`config.mk`:
```
export PLATFORM = sky130hd
export DESIGN_NAME = compare_4a
export DESIGN_NICKNAME = d
export VERILOG_FILES = /design/src/rtl/compare_4a.sv
export SDC_FILE = /design/constraint.sdc
export NUM_CORES = 1
export LEC_CHECK = 0
export ABC_AREA = 0
export CORE_AREA = 8 8 45 47
export CTS_CLUSTER_DIAMETER = 200
export DETAILED_ROUTE_END_ITERATION = 12
export DIE_AREA = 0 0 53 55
export DONT_BUFFER_PORTS = 1
export PLACE_DENSITY_LB_ADDON = 0.1
export SLEW_MARGIN = 20
export SYNTH_ARGS = -nofsm -noshare
export SYNTH_HDL_FRONTEND = slang
export SYNTH_SLANG_ARGS = --single-unit
```
`constraint.sdc`:
```
create_clock -name clk -period 0.9 [get_ports clk]
set_clock_uncertainty 0.1 [all_clocks]
set_input_delay 0.09 -clock clk [delete_from_list [all_inputs] [get_ports clk]]
set_output_delay 0.09 -clock clk [all_outputs]
set_load 0.02 [all_outputs]
```
`src/rtl/compare_4a.sv`:
```
// Registered magnitude comparator: captures a one-hot {gt, eq, lt} flag set
// for operands a/b on each en strobe, unsigned or two's-complement per sgn.
module compare_4a #(
  parameter int WIDTH = 4
) (
  input  logic             clk,
  input  logic             rst_n,
  input  logic             en,
  input  logic             sgn,
  input  logic [WIDTH-1:0] a,
  input  logic [WIDTH-1:0] b,
  output logic [2:0]       y,
  output logic             y_valid
);

  localparam logic [WIDTH-1:0] MSB_MASK = {1'b1, {(WIDTH-1){1'b0}}};

  logic [WIDTH-1:0] a_k, b_k;
  logic [2:0]       cmp;
  logic [2:0]       y_q, y_d;
  logic             vld_q, vld_d;

  // Inverting the sign bit maps two's-complement order onto unsigned order,
  // so one unsigned comparator serves both modes. Equality is unaffected.
  always_comb begin
    a_k = sgn ? (a ^ MSB_MASK) : a;
    b_k = sgn ? (b ^ MSB_MASK) : b;
  end

  always_comb begin
    cmp = 3'b010;
    if (a_k > b_k)      cmp = 3'b100;
    else if (a_k < b_k) cmp = 3'b001;
  end

  always_comb begin
    y_d   = en ? cmp : y_q;
    vld_d = en;
  end

  always_ff @(posedge clk or negedge rst_n) begin
    if (!rst_n) begin
      y_q   <= 3'b000;
      vld_q <= 1'b0;
    end else begin
      y_q   <= y_d;
      vld_q <= vld_d;
    end
  end

  assign y       = y_q;
  assign y_valid = vld_q;

endmodule

```
==> summary.txt <==
Setup path
  – Crit-path max FO: 3
  – Worst path arrival time: 1.03 ns
  – CP Launch Point: a[3]
  – Crit start category: primary input
  – Slowest cell on crit path: ha_4
  – RR Endpoint: y[0]
  – CP Class: in -> reg
  – Crit-path max cell delay: 0.27 ns
  – Crit path required time: 0.91 ns
  – CP cell instances: xor2_4, ha_4, nand2_2, o21a_1, mux2_4
  – Worst flop-to-flop path startpoint: y[0]
  – Crit-path leading delay family: adder cells
  – R2R depth: 1
  – CP Capture Type: flop
  – Flop-to-flop setup slack: 0.03 ns
  – CP Buf/Inv Count: 0

Placed design
  – Dpl cells: 45
  – Post-DP HPWL: 506.5 um
  – IO Port Bufs: 0
  – Pre-CTS WS: -0.3899 ns
  – Final Wtd Congestion: 0.6291

Clocking
  – # hold bufs at CTS: 2
  – Worst-Skew Late Latency: 0.23 ns
  – Clock Pin Slew Worst Setup and Hold Paths: 0.04 ns
  – H-tree levels: 1
  – CTS tree: done
  – CTS Buf Count: 3
  – Total clock sinks: 4
  – Root Buffer: clkbuf_4
  – Clk buf depth: 2

Synthesis
  – Post-synthesis register bit count: 4
  – Mean Syn Cell Area: 9.960 um^2
  – Sequential area share after synthesis: 40.20%
  – Post-synthesis cell type count: 12
  – Mapped cell area: 249.0 um^2
  – Synth area leader: dfrtp_1
  – Top cells by area, synth: dfrtp_1 40%, ha_1 20%, inv_1 7.5%
  – Net count after synthesis: 41
  – Gate Count Post-Synth: 25
  – Yosys top cell area share: 40.20%
  – Syn. warnings: 0

Min path
  – Hold Path Stages: 0
  – Hold WC Path Type: in -> reg
  – Hold path startpoint: en
  – Min-Delay Endpoint: y_valid

Timing
  – Final hold vios: 3
  – WHS: -0.2112 ns
  – Slew @ Worst Pin: 0.2039 ns
  – Final min period: 1.026 ns
  – Slew Limit Fails: 0
  – RSZ-0062 raised after global routing: true
  – Worst slew margin: 86.42%
  – Final worst slack: -0.1261 ns
  – Final period util: 114.0%
  – FMAX: 974.6 MHz
  – # setup viols final: 5

Drt
  – Post-route antenna net violation count: 0
  – 1st-iter DRT viols: 2
  – Pre-antenna DRT Iters: 2
  – Vias per inst: 3.962
  – Mean routed wirelength per cell: 11.58 um
  – DRT Wirelength: 602 um
  – Routed via count: 206
  – DRC: 0

Flow run
  – Max-cap violations: 0

Outcome
  – Status: complete, but fails checks
  – Failing checks: hold timing, setup timing

Final layout
  – Inserted Diodes: 0
  – FF/Latch Area: 100.1 um^2
  – Area of the multi-input gates: 183.9 um^2
  – # nets final: 54
  – Post-route insts no fill: 52
  – Area growth, synth to finish: 69.35%
  – Leading cell type in the layout, fill and taps excluded: inv_1
  – Most frequent cells in the layout: 5 x inv_1, 4 x dfrtp_1
  – Filler Cells Inserted: 142
  – Share of cells above drive strength 1: 44.44%

Power and ir drop
  – Maximum VDD drop: 0.0007514 V
  – Leak: 0.2018 nW
  – Power Density: 1602 nW/um^2

GRT
  – Largest net degree at the start of global routing: 5
  – Antenna violations before repair: 0
  – Vias in the first global route: 225
  – First-pass GRT wire length: 848 um
  – Remaining Overflow, GRT: 0
  – Overall Global Routing Usage: 4.221%

Die
  – Site Rows: 14
  – Core area: 1384 um^2
  – Die span in x: 53 um
  – Die ar.: 2915 um^2
  – Die outline height: 55 um
  – Initial Utilization: 17.99%
  – I/O pins: 16
cell usage after synthesis:
cell	n
mux2_2	1
a21oi_1	2
xor2_1	1
dfrtp_1	4
inv_1	5
nand4_1	1
xnor2_1	1
o2bb2ai_1	1
o31ai_1	1
ha_1	4
o21a_1	1
nand2_1	3
sequential cells by signal, summed over array words and instances, names as in the netlist:
signal	flops
y_valid	1
y	3
cell type report:
| class | count | area share, % |
|---|---|---|
| multi-input combinational | 16 | 43.62 |
| sequential | 4 | 23.74 |
| timing repair buffer | 8 | 18.10 |
| clock buffer | 3 | 5.341 |
| tap | 16 | 4.748 |
| inverter | 5 | 4.451 |
per-layer routing:
| metal | wire length [um] | global-route usage, % | vias up |
|---|---|---|---|
| met2 | 295 | 5.469 | 11 |
| li1 | - | - | 105 |
| met3 | 77 | 2.941 | 0 |
| met1 | 229 | 3.988 | 90 |
| met5 | 0 | 0 | - |
| met4 | 0 | 5.172 | 0 |
worst max path at each step:
| stage | slack [ns] | cells past startpoint | to |
|---|---|---|---|
| 6_report | -0.13 | 5 | y[0] |
| 3_5_place_dp | -0.39 | 5 | y[0] |
| 4_1_cts | -0.12 | 5 | y[0] |
| 2_1_floorplan | -0.32 | 5 | y[0] |
| 5_1_grt | -0.15 | 5 | y[0] |
| 3_3_place_gp | -0.37 | 5 | y[0] |
per-stage QoR:
step / TNS [ns] / util, % / instance area, um^2 / power, W
detailed placement: -1.015 / 21.88 / 302.8 / 0.0003918
floorplan: -0.7447 / - / 252.7 / 0.0003306
global placement: -0.9678 / 21.88 / 302.8 / 0.0003909
CTS: -0.3479 / 30.11 / 416.7 / 0.0006916
global route: -0.4246 / 30.47 / 421.7 / 0.0007270
finish: -0.2301 / 30.47 / 421.7 / 0.0006753
power breakdown:
group	switching [W]	internal (W)	leakage [nW]
combinational	0.000101	0.000138	0.139
clock	0.0000629	0.000148	0.0138
sequential	0.0000189	0.000205	0.0494
what timing repair did:
action / 4_1_cts / 5_1_grt
endpoints found under the setup margin: 6 / 6
resized for setup: 9 / 1
buffers inserted: 2 / 0
cloned: 0 / 0
pin swaps: 3 / 3
hold endpoints to repair: 8 / 3
cells by family after synthesis:
group / Yosys count / synth area share [%]
DFF: 4 / 40.20
AOI/OAI and AO/OA: 5 / 13.57
xor gates and xnor gates: 2 / 7.036
buffers and inverters: 5 / 7.538
and+or+nand+nor: 4 / 7.036
muxes: 1 / 4.522
adders and majority gates: 4 / 20.10
Note: power is estimated with default switching activity, not from simulation.
